--- config.mk ---
export PLATFORM = sky130hd
export DESIGN_NAME = fetch_unit
export DESIGN_NICKNAME = d
export VERILOG_FILES = /design/src/rtl/fetch_unit.sv
export SDC_FILE = /design/constraint.sdc
export NUM_CORES = 1
export LEC_CHECK = 0
export BUFFER_PORTS_ARGS = -buffer_cell sky130_fd_sc_hd__clkbuf_2
export CORE_MARGIN = 3
export CORE_UTILIZATION = 25
export DETAILED_ROUTE_END_ITERATION = 7
export GPL_TIMING_DRIVEN = 0
export SETUP_SLACK_MARGIN = 0.3
export SLEW_MARGIN = 0
export SYNTH_ARGS = -nofsm -noshare
export SYNTH_HDL_FRONTEND = slang
export SYNTH_SLANG_ARGS = --single-unit
--- constraint.sdc ---
create_clock -name clk -period 9.7 [get_ports clk]
set_input_delay 0.485 -clock clk [delete_from_list [all_inputs] [get_ports clk]]
set_output_delay 0.485 -clock clk [all_outputs]
set_load 0.03 [all_outputs]
--- src/rtl/fetch_unit.sv ---
// IF stage: PC, variable-latency imem req/ack handshake, IF/ID register. Latency: IF/ID updates one edge after ack.
// Backpressure: if_en=0 parks one acked word in a hold buffer and drops imem_req. Optional counters: FETCH_PERF_EN.
module fetch_unit #(
    parameter logic [31:0] RESET_PC = 32'h0000_0000,
    parameter int unsigned PC_STEP  = 4
) (
    input  logic        clk,
    input  logic        rst,
    input  logic        if_en,
    input  logic        if_rst,
    input  logic        redirect,
    input  logic [31:0] redirect_pc,
    output logic        imem_req,
    output logic [31:0] imem_addr,
    input  logic        imem_ack,
    input  logic [31:0] imem_rdata,
    output logic [31:0] inst,
    output logic [31:0] inst_pc,
    output logic [31:0] inst_pc_next,
    output logic        if_valid,
    output logic        fetch_wait
`ifdef FETCH_PERF_EN
    ,
    output logic [31:0] fetch_count,
    output logic [15:0] drop_count
`endif
);

    localparam logic [31:0] STEP = 32'(PC_STEP);

    typedef enum logic [1:0] {S_IDLE, S_FETCH, S_HOLD, S_DROP} state_t;

    state_t      state_q, state_d;
    logic [31:0] pc_q, pc_d;
    logic [31:0] drop_addr_q, drop_addr_d;
    logic [31:0] hold_inst_q, hold_inst_d;
    logic [31:0] hold_pc_q, hold_pc_d;
    logic [31:0] inst_q, inst_d;
    logic [31:0] inst_pc_q, inst_pc_d;
    logic [31:0] inst_pcn_q, inst_pcn_d;
    logic        valid_q, valid_d;
    logic        pending;
    logic        bubble;
    logic        load_mem;
    logic        load_hold;
    logic        drop_ack;
    logic        deliver;
    logic        unused_bits;

    assign unused_bits = ^redirect_pc[1:0];
    assign pending     = (state_q == S_FETCH) || (state_q == S_DROP);

    always_comb begin
        state_d     = state_q;
        pc_d        = pc_q;
        drop_addr_d = drop_addr_q;
        hold_inst_d = hold_inst_q;
        hold_pc_d   = hold_pc_q;
        inst_d      = inst_q;
        inst_pc_d   = inst_pc_q;
        inst_pcn_d  = inst_pcn_q;
        valid_d     = valid_q;
        bubble      = 1'b0;
        load_mem    = 1'b0;
        load_hold   = 1'b0;
        drop_ack    = 1'b0;

        if (redirect) begin
            pc_d        = {redirect_pc[31:2], 2'b00};
            hold_inst_d = '0;
            hold_pc_d   = '0;
            drop_ack    = pending && imem_ack;
            bubble      = if_en;
            // The old request stays on the bus until its ack so memory never sees a torn handshake.
            if (pending && !imem_ack) begin
                state_d = S_DROP;
                if (state_q == S_FETCH) begin
                    drop_addr_d = pc_q;
                end
            end else begin
                state_d = S_FETCH;
            end
        end else begin
            case (state_q)
                S_IDLE: begin
                    state_d = S_FETCH;
                    bubble  = if_en;
                end
                S_FETCH: begin
                    if (imem_ack) begin
                        pc_d = pc_q + STEP;
                        if (if_en) begin
                            load_mem = 1'b1;
                        end else begin
                            hold_inst_d = imem_rdata;
                            hold_pc_d   = pc_q;
                            state_d     = S_HOLD;
                        end
                    end else begin
                        bubble = if_en;
                    end
                end
                S_HOLD: begin
                    if (if_en) begin
                        load_hold = 1'b1;
                        state_d   = S_FETCH;
                    end
                end
                S_DROP: begin
                    bubble = if_en;
                    if (imem_ack) begin
                        drop_ack = 1'b1;
                        state_d  = S_FETCH;
                    end
                end
                default: state_d = S_IDLE;
            endcase
        end

        if (if_rst || bubble) begin
            inst_d  = '0;
            valid_d = 1'b0;
        end else if (load_mem) begin
            inst_d     = imem_rdata;
            inst_pc_d  = pc_q;
            inst_pcn_d = pc_q + STEP;
            valid_d    = 1'b1;
        end else if (load_hold) begin
            inst_d     = hold_inst_q;
            inst_pc_d  = hold_pc_q;
            inst_pcn_d = hold_pc_q + STEP;
            valid_d    = 1'b1;
        end
    end

    assign deliver = (load_mem || load_hold) && !if_rst;

    always_ff @(posedge clk or posedge rst) begin
        if (rst) begin
            state_q     <= S_IDLE;
            pc_q        <= RESET_PC;
            drop_addr_q <= '0;
            hold_inst_q <= '0;
            hold_pc_q   <= '0;
            inst_q      <= '0;
            inst_pc_q   <= RESET_PC;
            inst_pcn_q  <= RESET_PC + STEP;
            valid_q     <= 1'b0;
        end else begin
            state_q     <= state_d;
            pc_q        <= pc_d;
            drop_addr_q <= drop_addr_d;
            hold_inst_q <= hold_inst_d;
            hold_pc_q   <= hold_pc_d;
            inst_q      <= inst_d;
            inst_pc_q   <= inst_pc_d;
            inst_pcn_q  <= inst_pcn_d;
            valid_q     <= valid_d;
        end
    end

    assign imem_req     = pending;
    assign imem_addr    = (state_q == S_DROP) ? drop_addr_q : pc_q;
    assign fetch_wait   = ((state_q == S_FETCH) && !imem_ack) || (state_q == S_DROP);
    assign inst         = inst_q;
    assign inst_pc      = inst_pc_q;
    assign inst_pc_next = inst_pcn_q;
    assign if_valid     = valid_q;

`ifdef FETCH_PERF_EN
    logic [31:0] fetch_count_q;
    logic [15:0] drop_count_q;

    always_ff @(posedge clk or posedge rst) begin
        if (rst) begin
            fetch_count_q <= '0;
            drop_count_q  <= '0;
        end else begin
            if (deliver && (fetch_count_q != 32'hFFFF_FFFF)) begin
                fetch_count_q <= fetch_count_q + 32'd1;
            end
            if (drop_ack && (drop_count_q != 16'hFFFF)) begin
                drop_count_q <= drop_count_q + 16'd1;
            end
        end
    end

    assign fetch_count = fetch_count_q;
    assign drop_count  = drop_count_q;
`else
    logic unused_perf;
    assign unused_perf = deliver ^ drop_ack;
`endif

endmodule

==> metrics.md, run 1 <==
| Metric | Value |
|---|---|
| CP required | slightly above 10 ns |
| Most instantiated library cell after synthesis | dfrtp_1 |
| Average footprint of a synthesized cell | roughly 10 µm² |
| Met2 wire length | 17.0 mm |
| Via count | 9,350 |
| DP Cell Count | 1,892 |
| Non-Filler Instances | ~1,900 |
| Fmax | ~310 MHz |
| Die area | 0.0469 mm² |
| Register area | ~0.0055 mm² |
| Placer Congestion | ~0.85 |
| Pwr dens | about 250 mW/mm² |
| CP max stage cell | nor2_1 |
| Top Metal Used | met4 |
| Number of nets with antenna violations after routing | 0 |
| Largest net degree at the start of global routing | 117 |
| Ys Warns | 0 |
| CTS Sinks | 219 |
| Starting Density | approximately a quarter |
| Commonest cells in the netlist | dfrtp_1 (218), nand2_1 (189), o21ai_0 (84) |
| Total Routing Usage GR | around 16% |
| Port Buffers | 194 |
| Hold buffers post-CTS | 0 |
| Core area | around 0.043 mm² |
| Relative slew slack | under 10% |
| Cells along the critical path | inv_1 -> ha_1 -> nand2_1 -> clkbuf_1 -> nor2_1 -> nor2_1 -> clkbuf_1 -> a22o_1 |
| Post_cts resized | 0 |
| Met1 WL | about 17 mm |
| Die Wd | 217 µm |
| Post-CTS setup buffer count | 0 |
| Status | complete, no violations |
| Synth area leader | dfrtp_1 |
| Leakage Power | just under 0.006 µW |
| FF+latch count, synth | 219 |
| Clk_lat worst skew | between 0.5 and 0.6 ns |
| Cells after Synth | approximately 1,100 |
| Slowest stage delay, CP | around 0.97 ns |
| Worst R2R End | hold_inst_q[7] |
| Post-synth EDFFs | 0 |
| First-pass iteration count of the detailed router | 5 |
| Delay-heaviest family, CP | simple AND/OR/NAND/NOR gates |
| Reg clk slew, reported paths | roughly 0.060 ns |
| Final wirelength | 37.3 mm |
| HPWL after detailed placement | 28.4 mm |
| Crit path DAT | between 3 and 4 ns |
| Clock power share | roughly 31% |
| CTS tree | yes |
| # fillers | 4,516 |
| Worst hold path type | input port to asynchronous set/reset pin |
| Area of the multi-input gates | 0.00506 mm² |
| Max-slew violation count | 0 |
| Met3 wire length | ~2.8 mm |
| Fraction of layout cells with a size suffix above 1 | 25.3% |
| Ys flop type | dfrtp_1 |
| Sw frac | 37.5% |
| Grt ovf | 0 |
| Worst path bufs/invs | 3 |
| Drt drc | 0 |
| Layout Area Growth over Synthesis | 24.3% |
| Flop pwr share | between 30% and 40% |
| Cell Rows | 76 |
| Net switching power | around 1300 µW |
| Critical Path End Type | flop |
| Count of maximum capacitance violations | 0 |
| Final-report hold violation count | 0 |
| P_int | around 2100 µW |
| DR WL/cell | between 15 and 20 µm |
| NumNets Final | about 1,400 |
| Cell area after synthesis | 0.0111 mm² |
| Reg2reg path depth | 8 |
| Hold_ws | about 0.14 ns |
| Unrepaired setup endpoints after global routing | no |
| Die height | around 220 µm |
| Vias in the first global route | 9,228 |
| Starting DRT DRC Count | ~940 |
| DR vias/cell | 4.81 |
| Ys async rst share | 100% |
| Initial antenna violation count | 2 |
| Comb power frac | approximately a third |
| Clock root cell | clkbuf_16 |
| Flop2flop setup slack | approximately 6.5 ns |
| Clock Tree Buf Depth | 3 |
| Fin crit share | about a third |
| Worst VDD drop | 0.154 mV |
| Worst setup SP type | flop |
| Max Clock Skew | 0.0161 ns |
| Final Critical Period | approximately 3.2 ns |
| Seq/Total Area, Yosys | about half |
| Crit-path max FO | 10 |
| RR Startpoint | state_q[1] |
| Num ports | about 200 |
| Yosys cell types | 61 |
| Top cell type's share of synthesized area | approximately half |
| Final setup fails | 0 |
| Slew @ Worst Pin | 1.41 ns |
| H-tree Lvls | 1 |
| First-pass GRT wire length | roughly 57 mm |
| Setup_tns | 0 ns |
| Largest cells by area after synthesis | dfrtp_1 (49%), nand2_1 (6.4%), mux2_2 (5.5%), a22o_1 (4.7%), o21ai_0 (3.8%) |
| Crit Path Category | flop to flop |
| Total CTS buffers | 26 |
cells in the final DEF, fill, tap and decap left out, types with 22 or more instances in the layout:
cell	netlist	routed
dfrtp_1	218	218
clkbuf_2	2	196
nand2_1	189	189
o21ai_0	84	84
nor2_1	65	65
clkbuf_1	59	64
a22o_1	60	60
mux2_2	54	54
xnor2_1	47	47
mux2i_1	37	37
a311oi_1	33	33
clkbuf_16	0	27
xor2_1	25	25
nand3_1	22	22
state kept, by name, summed over array words and instances, names as in the netlist:
register      cells
drop_addr_q      30
hold_inst_q      32
hold_pc_q        31
if_valid          1
inst             32
inst_pc          31
inst_pc_next     30
pc_q             30
state_q           2
cell type report:
| type | count | area share [%] |
|---|---|---|
| Clock inverter | 11 | 1.34 |
| Buffer | 105 | 3.52 |
| Antenna cell | 2 | 0.0363 |
| Multi-Input combinational cell | 774 | 36.8 |
| Sequential cell | 219 | 39.8 |
| Tap cell | 585 | 5.31 |
| Clock buffer | 37 | 5.54 |
| Timing Repair Buffer | 195 | 7.25 |
| Inverter | 14 | 0.436 |
kinds of logic (layout without fill, tap and decap cells):
kind of cell / count (synthesis) / count (layout) / share of synthesized area, %
and+or+nand+nor: 377 / 377 / 16.2
buffers and inverters: 119 / 362 / 4.85
DFF: 219 / 219 / 49.5
other: 1 / 4 / 0.0339
xor gates and xnor gates: 72 / 72 / 5.69
adders and majority gates: 5 / 5 / 0.565
AOI/OAI and AO/OA: 227 / 227 / 14.4
muxes: 91 / 91 / 8.83
worst max-delay path by stage:
| stage | start | endpoint | cells after the start |
|---|---|---|---|
| 2_1_floorplan | rst | drop_addr_q[10] | 1 |
| 3_3_place_gp | rst | drop_addr_q[24] | 2 |
| 3_5_place_dp | state_q[1] | hold_inst_q[1] | 8 |
| 4_1_cts | state_q[1] | hold_inst_q[3] | 8 |
| 5_1_grt | state_q[0] | inst_pc[22] | 8 |
| 6_report | state_q[1] | hold_inst_q[7] | 8 |
layer usage:
metal | track usage, % | vias up
met5 | 0 | -
met4 | 3.35 | 0
met3 | 3.39 | 48
met2 | 25.0 | 329
met1 | 21.6 | 4579
li1 | - | 4394
through the flow:
step / cell area [µm²] / worst slack [ns] / utilization [%] / total power (µW)
6_report: 13800 / 6.46 / 31.7 / 3440
5_1_grt: 13800 / 6.29 / 31.7 / 3630
4_1_cts: 13800 / 6.48 / 31.7 / 3490
3_5_place_dp: 12800 / 6.50 / 29.5 / 2400
3_3_place_gp: 12800 / 0.490 / 29.4 / 2380
2_1_floorplan: 11100 / 3.22 / - / 2000
power by group through the flow:
stage / Clock (µW) / Combinational [µW] / Sequential (µW)
floorplan: 0 / 617 / 1380
global route: 1130 / 1250 / 1240
CTS: 1090 / 1170 / 1220
global placement: 0 / 1150 / 1230
detailed placement: 0 / 1170 / 1240
finish: 1070 / 1150 / 1220
(Power assumes the default switching activity.)
==> run 2, diff against run 1 <==
Clock period 9.7 ns to 3.2 ns, I/O delays scaled along.
==> run 2 against run 1 <==
Power grew to 3.0 times the previous value; cell count grew 3.4%; combinational power grew to 3.1 times the previous value; critical path depth is the same; clock power grew to 2.7 times the previous value; wire length grew 1.6%; worst hold slack lost 0.10 ns; utilization grew 1.5 points; setup slack lost 6.0 ns; first-iteration DRC count shrank 21%; clock skew shrank 0.0057 ns; critical path type unchanged.
==> metrics.md, run 2 (synthesis gave the netlist of run 1 again) <==
| Metric | Value |
|---|---|
| Util after Layout | 33.2% (was 31.7%) |
| Vias in the first global route | 9,546 (was 9,228) |
| Placer Congestion | 0.860 (was 0.848) |
| Clock Tree Buf Depth | 3 (unchanged) |
| Core area | 0.0435 mm² (unchanged) |
| Critical path depth | 8 (unchanged) |
| WHS Path Cells | 3 |
| Starting DRT DRC Count | 745 (was 939) |
| Final-report hold violation count | 0 (unchanged) |
| CP max stage cell | dfrtp_1 (was nor2_1) |
| Fmax | 366 MHz (was 309 MHz) |
| Drt drc | 0 (unchanged) |
| Worst VDD drop | 0.363 mV (was 0.154 mV) |
| Flop2flop setup slack | 0.47 ns (was 6.46 ns) |
| Die Wd | 217 µm (unchanged) |
| Total CTS buffers | 26 (unchanged) |
| Port Buffers | 194 (unchanged) |
| Most frequent cells in the layout | dfrtp_1 (218), clkbuf_2 (206), nand2_1 (189), o21ai_0 (84), nor2_1 (64) (was dfrtp_1 (218), clkbuf_2 (196), nand2_1 (189), o21ai_0 (84), nor2_1 (65)) |
| NumNets Final | 1,477 (was 1,410) |
| Final wirelength | 37.9 mm (was 37.3 mm) |
| WHS Endpoint | state_q[1] |
| Cells along the critical path | inv_1 -> ha_1 -> and2_0 -> nand3_1 -> clkbuf_2 -> nor2_1 -> o21ai_0 -> o211ai_1 (was inv_1 -> ha_1 -> nand2_1 -> clkbuf_1 -> nor2_1 -> nor2_1 -> clkbuf_1 -> a22o_1) |
| Count of maximum capacitance violations | 0 (unchanged) |
| Pwr dens | 709 mW/mm² (was 250 mW/mm²) |
| Slew @ Worst Pin | 0.773 ns (was 1.41 ns) |
| Via count | 9,574 (was 9,350) |
| Setup WS pre-CTS | -0.00970 ns (was 6.50 ns) |
| First-pass GRT wire length | 58.2 mm (was 57.3 mm) |
| Largest net degree at the start of global routing | 42 (was 117) |
| Total Routing Usage GR | 15.8% (was 15.6%) |
| Unrepaired setup endpoints after global routing | no (unchanged) |
| HPWL after detailed placement | 29.0 mm (was 28.4 mm) |
| Reg clk slew, reported paths | 0.06 ns (about the same) |
| Post-CTS setup buffer count | 0 (unchanged) |
| CP required | 3.65 ns (was 10.16 ns) |
| Clk_lat worst skew | 0.54 ns (about the same) |
| Die area | 0.0469 mm² (unchanged) |
| Die height | 217 µm (unchanged) |
| Slowest stage delay, CP | 0.42 ns (was 0.97 ns) |
| HP Start | imem_ack |
| Layout Area Growth over Synthesis | 30.2% (was 24.3%) |
| Number of nets with antenna violations after routing | 0 (unchanged) |
| Final WS setup | 0.471 ns (was 6.46 ns) |
| Relative slew slack | 48.5% (was 5.26%) |
| Clock root cell | clkbuf_16 (unchanged) |
| Fraction of layout cells with a size suffix above 1 | 25.4% (was 25.3%) |
| Crit Path Category | flop to flop (unchanged) |
| DR vias/cell | 4.77 (was 4.81) |
| Reg2reg path depth | 8 (unchanged) |
| CTS Sinks | 219 (unchanged) |
| Crit path DAT | 3.18 ns (was 3.70 ns) |
| H-tree Lvls | 1 (unchanged) |
| Fin crit share | 85.3% (was 33.4%) |
| Final setup fails | 0 (unchanged) |
| Worst R2R End | inst_pc_next[25] (was hold_inst_q[7]) |
| Num ports | 201 (unchanged) |
| Starting Density | 25.5% (unchanged) |
| Worst hold path type | input port to flop (was input port to asynchronous set/reset pin) |
| CTS tree | yes (unchanged) |
| RR Startpoint | state_q[1] (unchanged) |
| Worst path bufs/invs | 2 (was 3) |
| Max Clock Skew | 0.0103 ns (was 0.0161 ns) |
| Final Critical Period | 2.73 ns (was 3.24 ns) |
| DR WL/cell | 18.9 µm (was 19.2 µm) |
| Commonest non-fill, non-tap cell in the layout | dfrtp_1 (unchanged) |
| Grt ovf | 0 (unchanged) |
| Leakage Power | 0.00626 µW (was 0.00597 µW) |
| Max-slew violation count | 0 (unchanged) |
| Crit-path max FO | 10 (unchanged) |
| First-pass iteration count of the detailed router | 5 (unchanged) |
| Initial antenna violation count | 1 (was 2) |
| Status | complete, no violations (unchanged) |
| Worst setup SP type | flop (unchanged) |
| Delay-heaviest family, CP | simple AND/OR/NAND/NOR gates (unchanged) |
| Cell Rows | 76 (unchanged) |
| Critical Path End Type | flop (unchanged) |
## run 2: routing by layer
layer / global-route usage (%) / part of all wire, % / vias up
li1: - / - / 4524
met1: 21.7 / 46 / 4650
met2: 25.1 / 45 / 338
met3: 3.37 / 6.4 / 62
met4: 4.46 / 2.9 / 0
met5: 0 / 0 / -
## run 2: timing repair
item                                    4_1_cts  5_1_grt
hold buffers                                 63        0
endpoints found under the setup margin      101      118
cloned                                        0        0
resized for setup                             4       17
hold endpoints to repair                    125        0
## run 2: worst max-delay path by stage
stage	startpoint	to	slack, ns
after global placement	rst	pc_q[29]	-1.26
after CTS	state_q[0]	inst_pc[21]	0.33
after detailed placement	state_q[1]	hold_pc_q[31]	-0.01
after floorplan	rst	drop_addr_q[10]	0.19
final	state_q[1]	inst_pc_next[25]	0.47
after global routing	state_q[1]	imem_addr[30]	0.32
## run 2: cell type report
cell class / instances / area, µm²
fill: 4500 / 29000
sequential: 219 / 5480
multi-input combinational: 774 / 5090
timing repair buffer: 262 / 1700
clock buffer: 42 / 832
tap: 585 / 732
buffer: 105 / 497
inverter: 14 / 56.3
clock inverter: 6 / 32.5
antenna: 1 / 2.50
## run 2: through the flow
step	total power, µW	instance area [µm²]	setup TNS, ns	std cells	hold WS (ns)
after CTS	10400	14400	0	2007	0.0163
after detailed placement	7300	12900	-0.0287	1896	0.310
final	10200	14400	0	2008	0.0388
after floorplan	6060	11100	0	1112	0.281
after global routing	10800	14400	0	2007	0.0436
after global placement	7220	12800	-270.08	1891	0.377
## run 2: worst min-delay path, cell delays in order
cell and delay (ns):
clkbuf_2 0.14, a31oi_1 0.09, o22ai_1 0.14
## run 2: where the power goes
| part | internal [µW] | switching, µW | total [µW] | leakage, µW |
|---|---|---|---|---|
| Clock | 1770 | 1180 | 2940 | 0.000430 |
| Combinational | 1180 | 2410 | 3590 | 0.00293 |
| Sequential | 3350 | 354 | 3700 | 0.00290 |
| Total | 6290 | 3940 | 10200 | 0.00626 |
==> run 3, diff against run 2 <==
Settings changed: ABC_AREA from default to 1.
==> run 3 against run 2 <==
Via count increased by 21%; worst hold slack got worse by 0.016 ns; critical path type is now flop to primary output; clock skew increased by 0.011 ns; clock power increased by 16%; non-clock buffer count decreased by 18; power increased by 7.2%.
==> metrics.md, run 3 <==
| Metric | Value |
|---|---|
| Clock power share | 31.1% (was 28.8%) |
| Most instantiated library cell after synthesis | nand2_1 (was dfrtp_1) |
| Vias in the first global route | 11,500 (was 9,546) |
| Largest net degree at the start of global routing | 42 (unchanged) |
| Via count | 11,600 (was 9,574) |
| Synth area leader | dfrtp_1 (unchanged) |
| CP required | 3.04 ns (was 3.65 ns) |
| Fmax | 370 MHz (was 366 MHz) |
| Pwr dens | 740 mW/mm² (was 709 mW/mm²) |
| Clk_lat worst skew | 0.55 ns (was 0.54 ns) |
| Final WS setup | 0.498 ns (was 0.471 ns) |
| NumNets Final | 1,926 (was 1,477) |
| Final wirelength | 44.7 mm (was 37.9 mm) |
| Starting Density | 25.5% (about the same) |
| Fraction of layout cells with a size suffix above 1 | 15.2% (was 25.4%) |
| Comb power frac | 34.0% (was 35.1%) |
| Crit-path max FO | 10 (unchanged) |
| Clock Tree Buf Depth | 3 (unchanged) |
| Die Wd | 219 µm (was 217 µm) |
| Setup_tns | 0 ns (unchanged) |
| HPWL after detailed placement | 34.7 mm (was 29.0 mm) |
| Cell Rows | 77 (was 76) |
| First-pass GRT wire length | 68.3 mm (was 58.2 mm) |
| Cells along the critical path | ha_1 -> clkbuf_1 -> clkbuf_1 -> o21ai_0 -> clkbuf_2 (was inv_1 -> ha_1 -> and2_0 -> nand3_1 -> clkbuf_2 -> nor2_1 -> o21ai_0 -> o211ai_1) |
| Seq/Total Area, Yosys | 48.3% (was 49.5%) |
| Hold_ws | 0.0223 ns (was 0.0388 ns) |
| Most frequent cells in the layout | nand2_1 (608), dfrtp_1 (218), o21ai_0 (216), clkbuf_2 (196), nand3_1 (122) (was dfrtp_1 (218), clkbuf_2 (206), nand2_1 (189), o21ai_0 (84), nor2_1 (64)) |
| H-tree Lvls | 1 (unchanged) |
| Die height | 219 µm (was 217 µm) |
| Ys async rst share | 100% (unchanged) |
| Most Frequent Cell on Critical Path | clkbuf_1 |
| Yosys cell types | 29 (was 61) |
| First-pass iteration count of the detailed router | 5 (unchanged) |
| Max-slew violation count | 0 (unchanged) |
| DR WL/cell | 18.2 µm (was 18.9 µm) |
| Sw frac | 40.7% (was 38.5%) |
| Final-report hold violation count | 0 (unchanged) |
| Commonest non-fill, non-tap cell in the layout | nand2_1 (was dfrtp_1) |
| Post-synth EDFFs | 0 (unchanged) |
| Unrepaired setup endpoints after global routing | no (unchanged) |
| Ys Warns | 0 (unchanged) |
| Top cell type's share of synthesized area | 48.1% (was 49.2%) |
| Port Buffers | 196 (was 194) |
| FF+latch count, synth | 219 (unchanged) |
| Crit Path Category | flop to primary output (was flop to flop) |
| CP max stage cell | clkbuf_1 (was dfrtp_1) |
| Worst VDD drop | 0.431 mV (was 0.363 mV) |
| Critical Path End Type | primary output (was flop) |
| Grt ovf | 0 (unchanged) |
| Final Critical Period | 2.70 ns (was 2.73 ns) |
| Placer Congestion | 0.929 (was 0.860) |
| Total CTS buffers | 26 (unchanged) |
| P_int | 6510 µW (was 6290 µW) |
| Final setup fails | 0 (unchanged) |
| Worst setup SP type | flop (unchanged) |
| Util after Layout | 33.3% (was 33.2%) |
| Setup WS pre-CTS | 0.395 ns (was -0.00970 ns) |
| Worst hold path type | input port to flop (unchanged) |
| Fin crit share | 84.4% (was 85.3%) |
| Num ports | 201 (unchanged) |
| Cells after Synth | 1,556 (was 1,111) |
| Layout Area Growth over Synthesis | 30.6% (was 30.2%) |
| Average footprint of a synthesized cell | 7.29 µm² (was 9.97 µm²) |
| Clock root cell | clkbuf_16 (unchanged) |
| Slowest stage delay, CP | 0.54 ns (was 0.42 ns) |
| CTS tree | yes (unchanged) |
| Drt drc | 0 (unchanged) |
| Crit path DAT | 2.54 ns (was 3.18 ns) |
| Die area | 0.0480 mm² (was 0.0469 mm²) |
| Largest cells by area after synthesis | dfrtp_1 (48%), nand2_1 (20%), o21ai_0 (9.5%), nand3_1 (5.4%), inv_1 (4.0%) (was dfrtp_1 (49%), nand2_1 (6.4%), mux2_2 (5.5%), a22o_1 (4.7%), o21ai_0 (3.8%)) |
| Core area | 0.0445 mm² (was 0.0435 mm²) |
| Commonest cells in the netlist | nand2_1 (608), dfrtp_1 (218), o21ai_0 (216) (was dfrtp_1 (218), nand2_1 (189), o21ai_0 (84)) |
| Slew @ Worst Pin | 0.842 ns (was 0.773 ns) |
| Count of maximum capacitance violations | 0 (unchanged) |
| Cell area after synthesis | 0.0113 mm² (was 0.0111 mm²) |
| Non-Filler Instances | 2,463 (was 2,008) |
| Starting DRT DRC Count | 866 (was 745) |
| Reg clk slew, reported paths | 0.07 ns (was 0.06 ns) |
| DR vias/cell | 4.71 (was 4.77) |
| CTS Sinks | 219 (unchanged) |
| Leakage Power | 0.00726 µW (was 0.00626 µW) |
| Net switching power | 4460 µW (was 3940 µW) |
| Flop pwr share | 34.9% (was 36.2%) |
| DP Cell Count | 2,351 (was 1,896) |
| Ys flop type | dfrtp_1 (unchanged) |
| Total Routing Usage GR | 18.5% (was 15.8%) |
| N_diodes | 0 (was 1) |
| Relative slew slack | 43.7% (was 48.5%) |
| Initial antenna violation count | 2 (was 1) |
| Number of nets with antenna violations after routing | 0 (unchanged) |
| Max Clock Skew | 0.0213 ns (was 0.0103 ns) |
| Status | complete, no violations (unchanged) |
| Post-CTS setup buffer count | 0 (unchanged) |
run 3: cell types whose count changed after synthesis, moves of 19 or more:
cell / previous run / this run
nand2_1: 189 / 608
o21ai_0: 84 / 216
inv_1: 14 / 120
nand3_1: 22 / 122
a22o_1: 60 / 0
mux2_2: 54 / 0
xnor2_1: 47 / 1
mux2i_1: 37 / 0
a311oi_1: 33 / 0
o22ai_1: 1 / 28
nor2_1: 65 / 91
nor3_1: 20 / 0
nand4_1: 20 / 1
run 3: path summary, 6_finish.rpt:
path | cells after the start | start | to | slack (ns)
worst min register to register | 2 | inst_pc[12] | inst_pc[12] | 0.47
worst max register to register | 10 | state_q[1] | inst_pc[6] | 0.56
max in group asynchronous | 6 | rst | inst_pc_next[2] | 1.79
min in group asynchronous | 3 | rst | inst_pc[13] | 0.20
worst min-delay path | 4 | if_en | if_valid | 0.02
worst max-delay path | 5 | state_q[0] | imem_addr[22] | 0.50
run 3: layer usage:
layer  up-vias  wire (µm)  global-route usage (%)
li1       5583          -                       -
met1      5533      18900                    23.5
met2       400      21300                    31.3
met3        84       3040                    4.43
met4         4       1500                    5.51
met5         -         31                       0
run 3: cell families after synthesis:
family	synth area share, %
and+or+nand+nor	29.2
other	0.0331
adders and majority gates	0.552
DFF	48.3
buffers and inverters	7.64
xor gates and xnor gates	0.772
AOI/OAI and AO/OA	13.5
run 3: power groups by stage:
stage	Combinational [µW]	Sequential (µW)	Clock, µW
after floorplan	1870	4320	0
after global placement	3660	3840	0
after detailed placement	3710	3860	0
after CTS	3790	3820	3480
after global routing	4100	3910	3600
final	3730	3830	3410
run 3: area by class of cell:
class	instances	area (µm²)
buffer	83	398
tap	592	741
inverter	125	473
timing repair buffer	266	1740
sequential	219	5480
multi-input combinational	1130	5000
clock inverter	17	251
clock buffer	31	731
fill	4856	29700
run 3: critical path: cells and delay by family (launching register included):
| family | cells | cell delay, ns |
|---|---|---|
| adder cells (fa/ha/maj) | 1 | 0.15 |
| flip-flops | 1 | 0.37 |
| AO/OA/AOI/OAI | 1 | 0.24 |
| buffers and inverters | 3 | 1.23 |
run 3: stage by stage:
stage                     power [µW]  area (µm²)
after floorplan                 6180       11300
after global placement          7500       13100
after detailed placement        7580       13200
after CTS                      11100       14800
after global routing           11600       14800
final                          11000       14800
run 3: timing repair:
item                                    4_1_cts  5_1_grt
hold endpoints to repair                    110        0
resized for setup                             0        1
hold buffers                                 64        0
endpoints found under the setup margin        0       31
